--- config.mk ---
export PLATFORM = sky130hd
export DESIGN_NAME = result_deskew_collector_flat
export DESIGN_NICKNAME = d
export VERILOG_FILES = /design/src/rtl/result_deskew_collector_if.sv /design/src/rtl/result_deskew_collector.sv /design/src/flat_wrapper.sv
export SDC_FILE = /design/constraint.sdc
export NUM_CORES = 1
export LEC_CHECK = 0
export CORE_AREA = 5 5 218 220
export CTS_CLUSTER_SIZE = 25
export DETAILED_ROUTE_END_ITERATION = 10
export DIE_AREA = 0 0 223 225
export GPL_TIMING_DRIVEN = 0
export PLACE_DENSITY = 0.75
export SYNTH_ARGS = -nofsm -noshare
export SYNTH_HDL_FRONTEND = slang
export SYNTH_SLANG_ARGS = --single-unit
--- constraint.sdc ---
create_clock -name clk -period 6.1 [get_ports clk]
set_clock_uncertainty 0.1 [all_clocks]
set_input_delay 1.22 -clock clk [delete_from_list [all_inputs] [get_ports clk]]
set_output_delay 1.22 -clock clk [all_outputs]
set_load 0.01 [all_outputs]
--- src/rtl/result_deskew_collector_if.sv ---
// Row stream bundle for the result deskew collector: skewed lane input side
// and the aligned-row valid/ready output side.
interface result_deskew_collector_if #(
    parameter int DW    = 16,
    parameter int LANES = 4
);
    logic [LANES-1:0]    in_valid;
    logic [LANES*DW-1:0] in_data;
    logic                out_valid;
    logic                out_ready;
    logic [LANES*DW-1:0] out_data;

    modport master (
        output in_valid,
        output in_data,
        output out_ready,
        input  out_valid,
        input  out_data
    );

    modport slave (
        input  in_valid,
        input  in_data,
        input  out_ready,
        output out_valid,
        output out_data
    );
endinterface

--- src/rtl/result_deskew_collector.sv ---
// Re-aligns the diagonally skewed result lanes of the systolic array, buffers
// aligned rows in a first-word fall-through FIFO and tracks tile completion.
module result_deskew_collector #(
    parameter int DW    = 16,
    parameter int LANES = 4,
    parameter int DEPTH = 8
) (
    input  logic                      clk,
    input  logic                      rstn,
    input  logic                      i_start,
    input  logic [7:0]                i_num_rows,
    result_deskew_collector_if.slave  bus,
    output logic                      o_busy,
    output logic                      o_done,
    output logic                      o_overflow,
    output logic                      o_skew_err
);

    localparam int AW = $clog2(DEPTH);
    localparam int CW = AW + 1;
    localparam int RW = LANES * DW;

    typedef enum logic [1:0] {
        S_IDLE,
        S_COLLECT,
        S_DRAIN
    } state_t;

    state_t          r_state;
    state_t          w_state_nxt;

    logic [LANES-1:0] w_al_vld;
    logic [RW-1:0]    w_al_dat;
    logic             w_row_ok;
    logic             w_row_part;

    logic [RW-1:0]    r_mem [DEPTH];
    logic [AW-1:0]    r_wr_ptr;
    logic [AW-1:0]    r_rd_ptr;
    logic [CW-1:0]    r_count;
    logic             w_empty;
    logic             w_full;
    logic             w_wr;
    logic             w_rd;

    logic [7:0]       r_num_rows;
    logic [7:0]       r_rows_in;
    logic [7:0]       w_rows_nxt;
    logic             r_overflow;
    logic             r_skew_err;
    logic             r_done;

    logic             w_clear;
    logic             w_cnt_inc;
    logic             w_ovf_set;
    logic             w_skew_set;
    logic             w_done_nxt;

    // ---- deskew: lane k is delayed by LANES-1-k cycles, the last lane is a wire
    for (genvar k = 0; k < LANES; k++) begin : g_lane
        if (k == LANES - 1) begin : g_pass
            assign w_al_vld[k]          = bus.in_valid[k];
            assign w_al_dat[k*DW +: DW] = bus.in_data[k*DW +: DW];
        end else begin : g_dly
            localparam int D = LANES - 1 - k;
            logic [D-1:0]  r_vld;
            logic [DW-1:0] r_dat [D];

            always_ff @(posedge clk or negedge rstn) begin
                if (!rstn) begin
                    r_vld <= '0;
                    for (int s = 0; s < D; s++) r_dat[s] <= '0;
                end else begin
                    r_vld[0] <= bus.in_valid[k];
                    r_dat[0] <= bus.in_data[k*DW +: DW];
                    for (int s = 1; s < D; s++) begin
                        r_vld[s] <= r_vld[s-1];
                        r_dat[s] <= r_dat[s-1];
                    end
                end
            end

            assign w_al_vld[k]          = r_vld[D-1];
            assign w_al_dat[k*DW +: DW] = r_dat[D-1];
        end
    end

    assign w_row_ok   = &w_al_vld;
    assign w_row_part = (|w_al_vld) && !w_row_ok;

    // ---- FIFO status and read handshake
    assign w_empty    = (r_count == '0);
    assign w_full     = (r_count == CW'(DEPTH));
    assign w_rd       = !w_empty && bus.out_ready;
    assign w_rows_nxt = r_rows_in + 8'd1;

    // ---- control FSM, next-state and per-cycle actions
    always_comb begin
        w_state_nxt = r_state;
        w_clear     = 1'b0;
        w_wr        = 1'b0;
        w_cnt_inc   = 1'b0;
        w_ovf_set   = 1'b0;
        w_skew_set  = 1'b0;
        w_done_nxt  = 1'b0;
        case (r_state)
            S_IDLE: begin
                if (i_start) begin
                    w_clear = 1'b1;
                    if (i_num_rows == 8'd0) w_done_nxt  = 1'b1;
                    else                    w_state_nxt = S_COLLECT;
                end
            end
            S_COLLECT: begin
                if (w_row_ok) begin
                    w_cnt_inc = 1'b1;
                    // a full FIFO still accepts when the head leaves this cycle
                    if (!w_full || w_rd) w_wr      = 1'b1;
                    else                 w_ovf_set = 1'b1;
                    if (w_rows_nxt == r_num_rows) w_state_nxt = S_DRAIN;
                end else if (w_row_part) begin
                    w_skew_set = 1'b1;
                end
            end
            S_DRAIN: begin
                // leave one cycle early so done and !busy coincide after the last read
                if (w_empty || (r_count == CW'(1) && w_rd)) begin
                    w_done_nxt  = 1'b1;
                    w_state_nxt = S_IDLE;
                end
            end
            default: w_state_nxt = S_IDLE;
        endcase
    end

    always_ff @(posedge clk or negedge rstn) begin
        if (!rstn) r_state <= S_IDLE;
        else       r_state <= w_state_nxt;
    end

    // ---- tile counters, sticky flags and FIFO pointers
    always_ff @(posedge clk or negedge rstn) begin
        if (!rstn) begin
            r_num_rows <= '0;
            r_rows_in  <= '0;
            r_overflow <= 1'b0;
            r_skew_err <= 1'b0;
            r_done     <= 1'b0;
            r_wr_ptr   <= '0;
            r_rd_ptr   <= '0;
            r_count    <= '0;
        end else begin
            r_done <= w_done_nxt;
            if (w_clear) begin
                r_num_rows <= i_num_rows;
                r_rows_in  <= '0;
                r_overflow <= 1'b0;
                r_skew_err <= 1'b0;
                r_wr_ptr   <= '0;
                r_rd_ptr   <= '0;
                r_count    <= '0;
            end else begin
                if (w_cnt_inc)  r_rows_in  <= w_rows_nxt;
                if (w_ovf_set)  r_overflow <= 1'b1;
                if (w_skew_set) r_skew_err <= 1'b1;
                if (w_wr)       r_wr_ptr   <= r_wr_ptr + AW'(1);
                if (w_rd)       r_rd_ptr   <= r_rd_ptr + AW'(1);
                case ({w_wr, w_rd})
                    2'b10:   r_count <= r_count + CW'(1);
                    2'b01:   r_count <= r_count - CW'(1);
                    default: r_count <= r_count;
                endcase
            end
        end
    end

    // ---- row storage
    always_ff @(posedge clk) begin
        if (w_wr) r_mem[r_wr_ptr] <= w_al_dat;
    end

    assign bus.out_valid = !w_empty;
    assign bus.out_data  = w_empty ? '0 : r_mem[r_rd_ptr];
    assign o_busy        = (r_state != S_IDLE);
    assign o_done        = r_done;
    assign o_overflow    = r_overflow;
    assign o_skew_err    = r_skew_err;

endmodule

--- src/flat_wrapper.sv ---
// flat-port wrapper written by rule: the top's interface ports become plain ports
module result_deskew_collector_flat 
#(
    parameter int DW    = 16,
    parameter int LANES = 4,
    parameter int DEPTH = 8
)
  (clk, rstn, i_start, i_num_rows, o_busy, o_done, o_overflow, o_skew_err, bus_in_valid, bus_in_data, bus_out_ready, bus_out_valid, bus_out_data);
  result_deskew_collector_if #(.DW(DW), .LANES(LANES)) bus_i ();
  input  logic clk;
  input  logic rstn;
  input  logic i_start;
  input  logic [7:0] i_num_rows;
  output logic o_busy;
  output logic o_done;
  output logic o_overflow;
  output logic o_skew_err;
  input wire logic [$bits(bus_i.in_valid)-1:0] bus_in_valid;
  input wire logic [$bits(bus_i.in_data)-1:0] bus_in_data;
  input wire logic [$bits(bus_i.out_ready)-1:0] bus_out_ready;
  output wire logic [$bits(bus_i.out_valid)-1:0] bus_out_valid;
  output wire logic [$bits(bus_i.out_data)-1:0] bus_out_data;
  assign bus_i.in_valid = bus_in_valid;
  assign bus_i.in_data = bus_in_data;
  assign bus_i.out_ready = bus_out_ready;
  assign bus_out_valid = bus_i.out_valid;
  assign bus_out_data = bus_i.out_data;
  result_deskew_collector #(.DW(DW), .LANES(LANES), .DEPTH(DEPTH)) u_core (.clk(clk), .rstn(rstn), .i_start(i_start), .i_num_rows(i_num_rows), .bus(bus_i), .o_busy(o_busy), .o_done(o_done), .o_overflow(o_overflow), .o_skew_err(o_skew_err));
endmodule
; After elaboration in Yosys (flattened, before gate mapping)
; Memory sizes are Yosys's and may differ from the RTL's.
; Index checks and enable logic that the tools add are counted.
[classes]
addsub = 5
eq_ne = 12
muxes = 38
reduce_logical = 21
[ops]
columns = cell, count
row1 = $mux W64, 1
row2 = $mux W1, 22
row3 = $mux W8, 2
row4 = $mux W3, 4
row5 = $reduce_bool A2 Y1, 6
row6 = $mux W2, 5
row7 = $add A8 B1 Y8 const B, 1
row8 = $eq A8 B8 Y1, 1
row9 = $logic_not A8 Y1, 1
row10 = $pmux W4 S2, 1
row11 = $add A3 B1 Y3 const B, 2
row12 = $ne A2 B1 Y1 const B, 3
row13 = $pmux W2 S3, 1
row14 = $reduce_and A5 Y1, 1
row15 = $add A4 B1 Y4 const B, 1
row16 = $eq A2 B1 Y1 const B, 2
row17 = $eq A2 B2 Y1 const B, 2
row18 = $eq A4 B1 Y1 const B, 1
row19 = $eq A4 B4 Y1 const B, 1
row20 = $logic_not A4 Y1, 1
row21 = $mux W4, 1
row22 = $ne A2 B2 Y1 const B, 2
row23 = $reduce_and A4 Y1, 1
row24 = $reduce_or A4 Y1, 1
row25 = other kinds (7), 12
[word_totals]
input_bits = 80
out_inout_bits = 69
ramBits = 512
elab_cells = 95
mem_count = 1
register_bits = 133
[memory_table]
columns = name, words, word_bits, rd, rd_clocked_by_memory_dff, write_ports, line_no
row1 = u_core.r_mem, 8, 64, 1, 0, 1, result_deskew_collector.sv:37  ; logic [RW-1:0] r_mem [DEPTH];

; Logic depth before layout (Yosys ltp)
[depth]
word_depth = 10
ltp_mapped = 11
ltp_nobuf = 10

; Worst setup path before layout
; No wires, ideal clock.
[synth_timing]
path_type = in2reg
startpoint = input bus_in_valid[3]
endpoint = memory u_core.r_mem[0][0] (netlist name) (enable)
n_path_buf = 1
arrival_ns = 6.585
cell_stages = 5
required_time_ns = 5.435
setup_ns = 0.565
slack_ns = -1.150
cell_sequence = nand4_1 -> or2_2 -> clkbuf_1 -> or3_1 -> nor3_1
[synth_between]
elab_chain_len = 5
[synth_lines]
columns = item, line_no
row1 = "start, declared", flat_wrapper.sv:18  ; input wire logic [$bits(bus_i.in_valid)-1:0] bus_in_valid;
row2 = $reduce_and A4 Y1, result_deskew_collector.sv:88  ; assign w_row_ok = &w_al_vld;
row3 = $mux W1, result_deskew_collector.sv:115  ; if (w_row_ok) begin
row4 = $mux W1, result_deskew_collector.sv:106  ; case (r_state)
row5 = $mux W1, result_deskew_collector.sv:179  ; if (w_wr) r_mem[r_wr_ptr] <= w_al_dat;
row6 = $mux W1 (implied by the code), result_deskew_collector.sv:179
row7 = "end, declared", result_deskew_collector.sv:37
; No other way between the ends.

; Worst setup path after layout
[layout_timing]
startpoint = register u_core.r_count[0]
endpoint = output bus_out_data[13]
[layout_between]
elab_chain_len = 2
[layout_lines]
columns = item, line_no
row1 = "start, declared", result_deskew_collector.sv:40  ; logic [CW-1:0] r_count;
row2 = "start signal, assigned", result_deskew_collector.sv:169  ; 2'b10: r_count <= r_count + CW'(1);
row3 = "start signal, assigned", result_deskew_collector.sv:170  ; 2'b01: r_count <= r_count - CW'(1);
row4 = "start signal, assigned", result_deskew_collector.sv:171  ; default: r_count <= r_count;
row5 = $logic_not A4 Y1, result_deskew_collector.sv:92  ; assign w_empty = (r_count == '0);
row6 = $mux W64, result_deskew_collector.sv:183  ; assign bus.out_data = w_empty ? '0 : r_mem[r_rd_ptr];
row7 = "end, declared", flat_wrapper.sv:22  ; output wire logic [$bits(bus_i.out_data)-1:0] bus_out_data;
; No other way between the ends.

==> impl_metrics.csv <==
group,metric,value,unit
layout,instances_no_fill,1990,
floorplan,row_count,78,
floorplan,core_region_area,45100,sq um
route,routed_wl,46700,microns
pwr,powerDensity,428,nW/um^2
worst_setup_path,reg2reg_slack,2.70,ns
worst_setup_path,critical_path_class,"register to primary output",
synthesis,synth_fa_ha_area_share,0.424,%
pwr,intPower,8780,uW
timing,setup_viol,0,
pwr,p_switching,3370,uW
job,cap_violations,0,
floorplan,initial_core_util,52.4,%
worst_setup_path,critPathMaxStageDelay,1.03,ns
placed_design,hpwl,28600,microns
worst_setup_path,critPathRequiredTime,4.78,ns
pwr,power_frac_comb,29.0,%
timing,fin_ws,0.871,ns
grt,grt_usage,19.0,%
synthesis,synth_top_area_share,65.1,%
synthesis,synth_top_family_by_area,"multiplexers",
grt,grt_overflow,0,
clock_tree,cts-buffers-inserted,61,
clock_tree,cts_root_buffer,"clkbuf_16",
clock_tree,cts_tree,"done",
worst_setup_path,cp_slowest_cell,"clkbuf_1",
clock_tree,clkLatencyLatePin,0.60,ns
pwr,seqPwrFrac,41.6,%
clock_tree,clkTransAtPathRegs,0.06,ns
grt,grt_pass1_vias,11900,
worst_setup_path,critPathBufInv,4,
placed_design,port_buffers,148,
worst_setup_path,worstSetupStartpointType,"register",
worst_setup_path,path_max_fanout,11,
route,drtIter0Drc,914,
timing,relSlewSlack,8.53,%
pwr,total_power,12100,uW
synthesis,seq_area_frac_synth,79.2,%
pwr,max-vdd-ir-drop,0.260,mV
route,ant_nets,0,
floorplan,chipWidth,223,microns
layout,syn_to_final_growth,20.2,%
timing,max_freq,191,MHz
floorplan,dieArea,50200,sq um
worst_setup_path,arrival,3.91,ns
synthesis,synth_xor_xnor_area_share,0.482,%
route,via_per_inst,5.54,
worst_setup_path,crit_chain,"inv_1 > ha_1 > nor3b_1 > clkbuf_1 > clkbuf_1 > nor2_1 > clkdlybuf4s50_1",
pwr,power_leakage,0.00964,uW
placed_design,place_ws,1.41,ns
grt,grt_max_degree,81,
layout,drive_gt1_share,19.4,%
floorplan,die_y,225,microns
worst_setup_path,crit_path_end_kind,"primary output",
clock_tree,cts-hold-fix-buffers,0,
timing,period_minus_slack,5.23,ns
synthesis,synth_cells,1101,
clock_tree,cts_setup_buffers,0,
synthesis,syn_area,23600,sq um
synthesis,ys_top_cells_by_area,"edfxtp_1, dfrtp_1, mux4_2, mux2i_1, nor2_1",
grt,antenna_found_initial,2,
pwr,p_sw_share,27.7,%
worst_setup_path,critPathTopFamily,"buffers and inverters",
synthesis,synth_simple_gate_area_share,2.66,%
synthesis,yosys.area.top_type,"edfxtp_1",
timing,period_share,85.7,%
worst_setup_path,cp_common_cell,"clkbuf_1",
clock_tree,cts_buffer_depth,3,
synthesis,ys_warn_count,0,
route,drc,0,
layout,nNetsFinal,1425,
clock_tree,cts.repair.resized,0,
hold_path,hp-class,"register to register",
route,drtPass1Iterations,5,
placed_design,routabilityCongestion,0.795,
synthesis,syn_area_per_cell,21.5,sq um
timing,slew_violations,0,
synthesis,syn-num-nets,1189,
grt,grt_pass1_wl,72500,microns
synthesis,synth-compound-area-share,0.948,%
placed_design,dp.cells,1874,
floorplan,top_level_ports,149,
synthesis,ys_ff_latch,645,
timing,worst_pin_slew,1.37,ns
clock_tree,cts_max_level,2,
clock_tree,clock-sinks,645,
status,outcome,"complete, no violations",
synthesis,synth_mux_area_share,15.4,%
route,vias,11000,
timing,hold_violations,0,
timing,rsz0062_at_grt,"no",
synthesis,ys_types,40,
pwr,clkPwrFrac,29.4,%
route,routedWlPerCell,23.5,microns
## layout make-up
| cell class | count | area (sq um) |
|---|---|---|
| fill | 3095 | 16700 |
| timing repair buffer | 173 | 2030 |
| sequential | 645 | 18700 |
| multi-input combinational | 402 | 4770 |
| clock buffer | 100 | 1810 |
| inverter | 8 | 30.0 |
| buffer | 46 | 188 |
| tap | 600 | 751 |
| clock inverter | 15 | 103 |
| antenna | 1 | 2.50 |
## kinds of logic (layout without fill, tap and decap cells)
kind of cell / Yosys count / after routing
other: 0 / 1
muxes: 202 / 202
DFF: 645 / 645
adders and majority gates: 8 / 8
AOI/OAI and AO/OA: 36 / 36
and+or+nand+nor: 143 / 143
xor gates and xnor gates: 13 / 13
buffers and inverters: 54 / 342
## per-layer routing
metal  up-vias  share of wire (%)  track usage, %
li1       4881                  -               -
met1      5780                 44            27.3
met2       300                 49            30.1
met3        71                5.6            3.95
met4         2                1.9            5.26
met5         -              0.028               0
## flip-flops by register name, summed over array words and instances (netlist names), 2 cells and up
signal                     count
u_core.r_state                 2
u_core.r_rd_ptr                3
u_core.r_mem                 512
u_core.g_lane.g_dly.r_dat     96
u_core.r_rows_in               8
u_core.r_num_rows              8
u_core.r_wr_ptr                3
u_core.r_count                 4
u_core.g_lane.g_dly.r_vld      6
## worst paths after layout
path | depth (start not counted) | startpoint | endpoint
min | 0 | u_core.g_lane[0].g_dly.r_dat[47] | u_core.g_lane[0].g_dly.r_dat[31]
max in group asynchronous | 2 | rstn | u_core.g_lane[0].g_dly.r_dat[35]
max reg2reg | 7 | u_core.r_state[1] | u_core.r_mem[4][44]
max | 7 | u_core.r_count[0] | bus_out_data[13]
min in group asynchronous | 1 | rstn | u_core.g_lane[1].g_dly.r_dat[18]
min reg2reg | 0 | u_core.g_lane[0].g_dly.r_dat[47] | u_core.g_lane[0].g_dly.r_dat[31]
## power by group through the flow
stage	logic, uW	registers [uW]	clock network, uW
after global placement	3500	5130	0
after floorplan	2100	5100	0
after detailed placement	3570	5140	0
final	3520	5050	3570
after CTS	3610	5050	3640
after global routing	3810	5070	3840
## synthesized netlist by cell type, drive strengths merged
master / number
or3: 3
dfrtp: 133
a31oi: 1
xor2: 7
o221a: 1
o22ai: 2
a32o: 1
edfxtp: 512
mux2i: 67
nor3: 4
inv: 8
buf: 17
mux2: 7
o31ai: 2
nand2: 18
o21ai: 16
a211oi: 1
o211ai: 1
nand4: 2
and2: 2
mux4: 128
and3: 2
nor3b: 4
xnor2: 6
nand4b: 1
a21bo: 1
nand3b: 1
nand2b: 5
clkbuf: 29
nand3: 4
a21oi: 8
nor4bb: 1
or2: 2
a221oi: 1
ha: 8
nor2: 91
a41oi: 1
nor4: 3
## metrics by stage
step           instance area [sq um]  hold WS, ns  util, %   TNS, ns
6_report                       28400        0.242     62.9         0
5_1_grt                        28400        0.251     62.9         0
4_1_cts                        28400        0.248     62.9         0
3_5_place_dp                   26500        0.235     58.7         0
3_3_place_gp                   25900        0.233     57.4  -1567.59
2_1_floorplan                  23600        0.231        -         0
## placed cells by master (no fill, tap or decap), types with 2 or more instances in the layout
| cell type | Yosys | final |
|---|---|---|
| a21oi_1 | 8 | 8 |
| and2_1 | 2 | 2 |
| and3_1 | 2 | 2 |
| buf_1 | 5 | 5 |
| buf_12 | 0 | 12 |
| buf_16 | 0 | 9 |
| buf_2 | 12 | 12 |
| buf_8 | 0 | 4 |
| clkbuf_1 | 29 | 57 |
| clkbuf_16 | 0 | 63 |
| clkbuf_8 | 0 | 9 |
| clkdlybuf4s50_1 | 0 | 147 |
| clkinv_1 | 0 | 3 |
| clkinv_2 | 0 | 9 |
| dfrtp_1 | 133 | 133 |
| edfxtp_1 | 512 | 512 |
| ha_1 | 8 | 8 |
| inv_1 | 8 | 8 |
| mux2_2 | 7 | 7 |
| mux2i_1 | 67 | 67 |
| mux4_2 | 128 | 128 |
| nand2_1 | 18 | 18 |
| nand2b_1 | 5 | 5 |
| nand3_1 | 3 | 3 |
| nand4_1 | 2 | 2 |
| nor2_1 | 91 | 85 |
| nor2_4 | 0 | 6 |
| nor3_1 | 4 | 2 |
| nor3_4 | 0 | 2 |
| nor3b_1 | 4 | 4 |
| nor4_1 | 3 | 3 |
| o21ai_0 | 16 | 16 |
| o22ai_1 | 2 | 2 |
| o31ai_1 | 2 | 2 |
| or2_2 | 2 | 2 |
| or3_1 | 3 | 3 |
| xnor2_1 | 6 | 6 |
| xor2_1 | 7 | 7 |
No activity file was read; power rests on OpenSTA's default activity.
